==> config.mk <==
export PLATFORM = sky130hd
export DESIGN_NAME = relu_frame_seq
export DESIGN_NICKNAME = d
export VERILOG_FILES = /design/src/rtl/relu_frame_seq.sv
export SDC_FILE = /design/constraint.sdc
export NUM_CORES = 1
export LEC_CHECK = 0
export CELL_PAD_IN_SITES_DETAIL_PLACEMENT = 1
export CELL_PAD_IN_SITES_GLOBAL_PLACEMENT = 1
export CORE_ASPECT_RATIO = 0.6
export CORE_MARGIN = 2
export CORE_UTILIZATION = 31
export DETAILED_ROUTE_END_ITERATION = 8
export PLACE_DENSITY_LB_ADDON = 0.1
export SLEW_MARGIN = 10
export SYNTH_ARGS = -nofsm -noshare
export SYNTH_HDL_FRONTEND = slang
export SYNTH_SLANG_ARGS = --single-unit
==> constraint.sdc <==
create_clock -name clk -period 6.2 [get_ports clk]
set_input_delay 0.62 -clock clk [delete_from_list [all_inputs] [get_ports clk]]
set_output_delay 0.62 -clock clk [all_outputs]
set_load 0.1 [all_outputs]
==> src/rtl/relu_frame_seq.sv <==
// relu_frame_seq: sequences the LANES-wide ReLU datapath over one frame of
// ROWS input beats, with a start/done protocol, valid/ready on both sides,
// a one-stage output register, last-beat marking and a per-frame count of
// negative (clamped) lanes.
//
// Ports:
//   clk, rst_n              clock, async active-low reset
//   start / busy / done     frame control (start sampled only in IDLE)
//   in_valid/in_ready/in_data     input beats, lane k at [k*IN_W +: IN_W]
//   out_valid/out_ready/out_data  output beats, lane k at [k*(IN_W-1) +: IN_W-1]
//   out_last                marks the ROWS-th output beat of a frame
//   zero_count              negative lanes seen this frame, saturating

module relu_lane #(
  parameter int IN_W = 8
)(
  input  logic [IN_W-1:0] din,
  output logic [IN_W-2:0] dout,
  output logic            neg
);
  assign neg  = din[IN_W-1];
  assign dout = din[IN_W-2:0] & {(IN_W-1){~din[IN_W-1]}};
endmodule

module relu_frame_seq #(
  parameter int LANES = 32,
  parameter int IN_W  = 8,
  parameter int ROWS  = 16,
  parameter int CNT_W = 10
)(
  input  logic                        clk,
  input  logic                        rst_n,
  input  logic                        start,
  output logic                        busy,
  output logic                        done,
  input  logic                        in_valid,
  output logic                        in_ready,
  input  logic [LANES*IN_W-1:0]       in_data,
  output logic                        out_valid,
  input  logic                        out_ready,
  output logic [LANES*(IN_W-1)-1:0]   out_data,
  output logic                        out_last,
  output logic [CNT_W-1:0]            zero_count
);
  localparam int OW = IN_W - 1;
  localparam int RW = (ROWS > 1) ? $clog2(ROWS) : 1;
  localparam logic [RW-1:0] LAST = RW'(ROWS - 1);

  typedef enum logic [1:0] {IDLE, RUN, FLUSH, DONE} state_t;

  state_t state;
  logic [LANES-1:0][IN_W-1:0] lane_in;
  logic [LANES-1:0][OW-1:0]   lane_out;
  logic [LANES-1:0][OW-1:0]   dq;
  logic [LANES-1:0]           neg;
  logic [RW-1:0]              in_cnt, out_cnt;
  logic [CNT_W:0]             zsum;
  logic [CNT_W-1:0]           zsat;
  logic                       in_hs, out_hs;

  assign lane_in = in_data;

  for (genvar k = 0; k < LANES; k++) begin : g_lane
    relu_lane #(.IN_W(IN_W)) u_lane (
      .din  (lane_in[k]),
      .dout (lane_out[k]),
      .neg  (neg[k])
    );
  end

  // Register can take a new beat when empty or when it drains this cycle.
  assign in_ready = (state == RUN) & (~out_valid | out_ready);
  assign in_hs    = in_valid & in_ready;
  assign out_hs   = out_valid & out_ready;
  assign out_data = dq;
  assign out_last = out_valid & (out_cnt == LAST);

  // One extra bit catches overflow so the count saturates instead of wrapping.
  always_comb begin
    zsum = {1'b0, zero_count};
    for (int k = 0; k < LANES; k++)
      zsum = zsum + {{CNT_W{1'b0}}, neg[k]};
    zsat = zsum[CNT_W] ? '1 : zsum[CNT_W-1:0];
  end

  always_ff @(posedge clk or negedge rst_n) begin
    if (!rst_n) begin
      state      <= IDLE;
      busy       <= 1'b0;
      done       <= 1'b0;
      out_valid  <= 1'b0;
      dq         <= '0;
      in_cnt     <= '0;
      out_cnt    <= '0;
      zero_count <= '0;
    end else begin
      done <= 1'b0;

      // Input handshake wins over drain: a same-cycle pair replaces the
      // register contents with no bubble.
      if (in_hs) begin
        dq        <= lane_out;
        out_valid <= 1'b1;
      end else if (out_hs) begin
        out_valid <= 1'b0;
      end

      if (out_hs)
        out_cnt <= (out_cnt == LAST) ? '0 : out_cnt + 1'b1;

      case (state)
        IDLE: if (start) begin
          state      <= RUN;
          busy       <= 1'b1;
          in_cnt     <= '0;
          out_cnt    <= '0;
          zero_count <= '0;
        end
        RUN: if (in_hs) begin
          zero_count <= zsat;
          if (in_cnt == LAST) begin
            in_cnt <= '0;
            state  <= FLUSH;
          end else begin
            in_cnt <= in_cnt + 1'b1;
          end
        end
        FLUSH: if (out_hs && out_cnt == LAST) begin
          state <= DONE;
          done  <= 1'b1;
          busy  <= 1'b0;
        end
        DONE: state <= IDLE;
        default: state <= IDLE;
      endcase
    end
  end
endmodule
Yosys cells after proc, flatten, opt, wreduce, memory -nomap -nowiden:

Index checks and enable logic that the tools add are counted.

* register bits: 247
* output and inout bits: 239
* logic and storage cells: 184

* $add $sub $neg: 34
* equality and inequality tests: 9
* multiplexer cells: 24
* bitwise gates (word level): 70
* reductions and logical operators: 8

Operators by type and width (count)
* adder 11 x 1 -> 11 bit: 31
* AND 7 bit: 32
* NOT 1 bit: 33
* 2-to-1 mux 10 bit: 3
* 2-to-1 mux 4 bit: 7
* case mux 10 bit (2 select lines): 1
* adder 10 x 1 -> 11 bit: 1
* adder 4 x 1 -> 4 bit, second input constant: 2
* equality test 4 bit, second input constant: 2
* 2-to-1 mux 2 bit: 4
* case mux 2 bit (4 select lines): 1
* case mux 4 bit (2 select lines): 1
* 2-to-1 mux 1 bit: 6
* != test 2 bit, second input constant: 3
* AND reduction 3 bit: 2
* nonzero test 2 bit: 3
* AND 1 bit: 4
* equality test 2 bit, second input constant: 2
* AND reduction 4 bit: 1
* equality test 2 x 1 -> 1 bit, second input constant: 1
* logical NOT 2 bit: 1
* != test 2 x 1 -> 1 bit, second input constant: 1
* case mux 1 bit (2 select lines): 1
* logical AND 1 bit: 1
* OR 1 bit: 1

Logic depth before layout (Yosys ltp):

* word-level depth: 35
* mapped depth: 16
* gate-level depth less buffers: 16

Cells and area by module:

From an unflattened synthesis, not the netlist that was laid out.

* cell total of the unflattened synthesis: 1434
* area, all modules: 12293.0 um^2

By module, submodules not included
* relu_frame_seq: times used 1, cells an instance 1178, area each 10651.5 um^2, sequential area each 6180.9 um^2
* relu_lane: times used 32, cells an instance 8, area each 51.3 um^2, sequential area each 0.0 um^2

Least setup slack after synthesis:

Ideal clock, no wire load.

* path type: input to register
* start point: input in_data[47]
* end point: register zero_count[7]
* setup time: 0.082 ns
* arrival time: 5.382 ns
* data required time: 6.118 ns
* setup slack: 0.736 ns
* stages on the path: 14
* path buffers: 0
* path through: clkinv_1 > fa_1 > fa_1 > fa_1 > fa_1 > fa_1 > fa_1 > fa_1 > fa_1 > nor2b_4 > o31ai_4 > a31o_2 > and4_4 > nor3_2

* word-level cells in the longest chain between the ends: 30

Ends and longest elaborated chain
* start, declared: RTL line 38 `input logic [LANES*IN_W-1:0] in_data,`
* adder 11 x 1 -> 11 bit (27 in a row): RTL line 82 `zsum = zsum + {{CNT_W{1'b0}}, neg[k]};`
* 2-to-1 mux 10 bit: RTL line 83 `zsat = zsum[CNT_W] ? '1 : zsum[CNT_W-1:0];`
* 2-to-1 mux 10 bit: RTL line 119 `RUN: if (in_hs) begin`
* case mux 10 bit (2 select lines): RTL line 111 `case (state)`
* end signal, assigned: RTL line 120 `zero_count <= zsat;`
* end, declared: RTL line 43 `output logic [CNT_W-1:0] zero_count`

No other way between the ends. The select of a mux whose other input is x is not followed.
A chain may end at the register's enable or synchronous reset.

Worst setup path in the final report:

* start point: input in_data[47]
* end point: register zero_count[3]

Same word-level chain as after synthesis.

==> metrics.cfg <==
[grt]
grtUsageMet3_pct = 8.22
gr-total-overflow = 0
grt_busiest_layer = met2
met2_usage_pct = 37.3
grt_pass1_vias = 10300
grt_pass1_wl_um = 64100
antenna_found_initial = 5
grt_max_degree = 292
grt_usage_pct = 22.8
grt_use_met1_pct = 29.3

[power]
p_leak_nw = 7.67
pwr-share-clk_pct = 14.4
internal-power_w = 0.00480
p_per_area_mw_per_mm2 = 634
pwr-share-seq_pct = 22.1
p_comb_share_pct = 63.5
ir_drop_mv = 0.428
swShare_pct = 56.8
p_switching_w = 0.00631

[final_layout]
layout-drive-gt1-share_pct = 4.56
syn_to_final_growth_pct = 57.7
final_nets = 1977

[clocking]
post-cts-setup-buffers = 0
clock-sinks = 247
cts_hold_buf = 0
postCtsResizedCells = 0
clock_latency_ns = 0.54
cts_buffers = 27
htreeDepth = 1
max-clock-path-buffers = 3
clk_pin_slew_ns = 0.07
cts_tree = yes
cts_root_buf = clkbuf_16

[detailed_routing]
first_pass_iters = 4
vias = 9974
wirelength_um = 43800
drt-wirelength-per-cell_um = 20.3
viasPerCell = 4.63
drt.antenna.violating_nets = 0
drt_iter0_markers = 379
drc_errors = 0

[synthesis]
synth_edf_count = 0
postSynthAreaPerCell_um2 = 9.48
synth_xor_area_share_pct = 0.315
synth-compound-area-share_pct = 13.1
async_flop_share_pct = 100
ys_types = 49
seq_area_frac_synth_pct = 55.7
synth-seq-cells = 247
synth-adder-area-share_pct = 6.94
postSynthNetCount = 1478
ys.warnings.count = 0
synthFlopType = dfrtp_1
muxShareOfSynthArea_pct = 0.282
synth_top_family_by_area = simple AND/OR/NAND/NOR gates
synth-simple-area-share_pct = 20.1
syn_inst = 1171
syn-cell-area_mm2 = 0.0111

[status]
status = finished, final reports clean

[hold_path]
hold_class = in2async

[timing]
finalSetupViolations = 0
layout_setup_ws_ns = 0.537
timing.final.crit_share_pct = 91.3
rsz0062_at_grt = false
max_clock_freq_mhz = 177
period_needed_ns = 5.66
slew_viol_final = 0
tightest_slew_ns = 1.13
clock_skew_ns = 0.0166
holdWs_ns = 0.111
relSlewSlack_pct = 24.8
finalHoldViolations = 0

[critical_path]
cp.arrival_ns = 6.11
path_class = in2reg
startpoint_type = input port
critical_path_required_ns = 6.65
path_max_fanout = 5
critical_path.endpoint_type = register
rrSetupSlack_ns = 1.30

[floorplan]
dieArea_mm2 = 0.0374
ioPinCount = 500
start_util_pct = 31.6
die_x_um = 248
placementRows = 53
die_h_um = 151
core-area_mm2 = 0.0351

[placement]
place_ws_ns = -0.0151
hpwl_um = 33400
portBuffers = 499
routabilityCongestion = 0.848

[run]
drv_cap = 0

-- routing by layer --
metal | up-vias | share of wire, %
li1 | 4805 | -
met1 | 4839 | 43
met2 | 265 | 47
met3 | 57 | 8.3
met4 | 8 | 1.9
met5 | - | 0.13
-- stage by stage --
stage          power [W]  setup TNS [ns]  std cells  utilization (%)  area, um^2
5_1_grt           0.0117               0       2154             49.8       17500
4_1_cts           0.0112               0       2154             49.8       17500
6_report          0.0111               0       2155             49.8       17500
2_1_floorplan    0.00769               0       1171                -       11100
3_5_place_dp     0.00955         -0.0289       2108             47.4       16700
3_3_place_gp     0.00945               0       2108             47.4       16700
-- cell usage in the layout, fill, tap and decap left out, types with 4 or more instances in the layout --
master	synthesis	final
a21oi_1	12	12
a22o_1	5	5
buf_4	0	23
clkbuf_1	23	6
clkbuf_16	0	27
clkdlybuf4s50_1	0	498
clkinv_1	18	18
clkinv_2	0	6
dfrtp_1	247	247
fa_1	26	26
ha_1	20	20
inv_1	24	24
nand2_1	371	371
nand2b_1	101	101
nand3_1	5	4
nor2_1	6	6
o21ai_0	238	238
-- final cells by class --
cell class,instances,area [um^2]
Clock buffer,36,739
Tap cell,467,584
Inverter,42,158
Antenna cell,1,2.50
Clock inverter,10,109
Multi-Input combinational cell,829,4540
Sequential cell,247,6180
Timing Repair Buffer,523,5190
Fill cell,4025,17600
-- cells in the mapped netlist (all sizes together) (2+ instances only) --
cell type | instances | share of area [%]
ha | 20 | 2.3
nand2 | 371 | 13
or2 | 2 | 0.11
or3 | 3 | 0.18
nand4 | 2 | 0.11
o21a | 3 | 0.20
nand2b | 101 | 5.7
nor2b | 2 | 0.25
clkinv | 18 | 0.61
a21oi | 13 | 0.69
xnor2 | 2 | 0.16
a22o | 5 | 0.39
and2 | 3 | 0.17
fa | 26 | 4.7
buf | 30 | 1.3
and4 | 2 | 0.18
o31ai | 2 | 0.26
mux2i | 2 | 0.18
o21ai | 238 | 11
dfrtp | 247 | 56
nor3 | 3 | 0.18
inv | 24 | 0.81
nor2 | 6 | 0.20
xor2 | 2 | 0.16
clkbuf | 23 | 0.78
nand3 | 5 | 0.23
-- state kept, by name, indices dropped and copies added, names as in the netlist --
signal / count
out_valid: 1
zero_count: 10
in_cnt: 4
out_data: 224
state: 2
done: 1
busy: 1
out_cnt: 4
-- power groups by stage --
| stage | combinational, W | clock (W) | sequential (W) |
|---|---|---|---|
| after floorplan | 0.00158 | 0 | 0.00612 |
| after global placement | 0.00701 | 0 | 0.00244 |
| after detailed placement | 0.00708 | 0 | 0.00248 |
| after CTS | 0.00710 | 0.00167 | 0.00246 |
| after global routing | 0.00745 | 0.00172 | 0.00252 |
| final | 0.00706 | 0.00160 | 0.00245 |
-- critical path, stage by stage --
cell and delay (ns):
clkdlybuf4s50_1 0.47, clkinv_1 0.11, fa_1 0.63, fa_1 0.50, fa_1 0.56, fa_1 0.45
fa_1 0.54, fa_1 0.43, fa_1 0.42, fa_1 0.45, nor2b_4 0.17, o31ai_4 0.08
a31oi_1 0.41, a21oi_1 0.10, o21ai_0 0.17
-- final timing paths --
kind                                           start                   endpoint  depth (start not counted)
setup / recovery                         in_data[47]  zero_count[3]$_DFFE_PN0P_                         15
min in group clk           out_data[125]$_DFFE_PN0P_  out_data[125]$_DFFE_PN0P_                          2
setup reg to reg           zero_count[0]$_DFFE_PN0P_  zero_count[3]$_DFFE_PN0P_                         13
max in group asynchronous                      rst_n  out_data[140]$_DFFE_PN0P_                          2
hold / removal                                 rst_n   out_data[63]$_DFFE_PN0P_                          1
hold reg to reg            out_data[125]$_DFFE_PN0P_  out_data[125]$_DFFE_PN0P_                          2
-- cell families after synthesis --
| kind of cell | after synthesis |
|---|---|
| mux | 3 |
| fa+ha+maj | 46 |
| simple gates | 504 |
| compound gates | 272 |
| xor+xnor | 4 |
| flops | 247 |
| buf+inv | 95 |
Power figures use the tool's default switching activity.
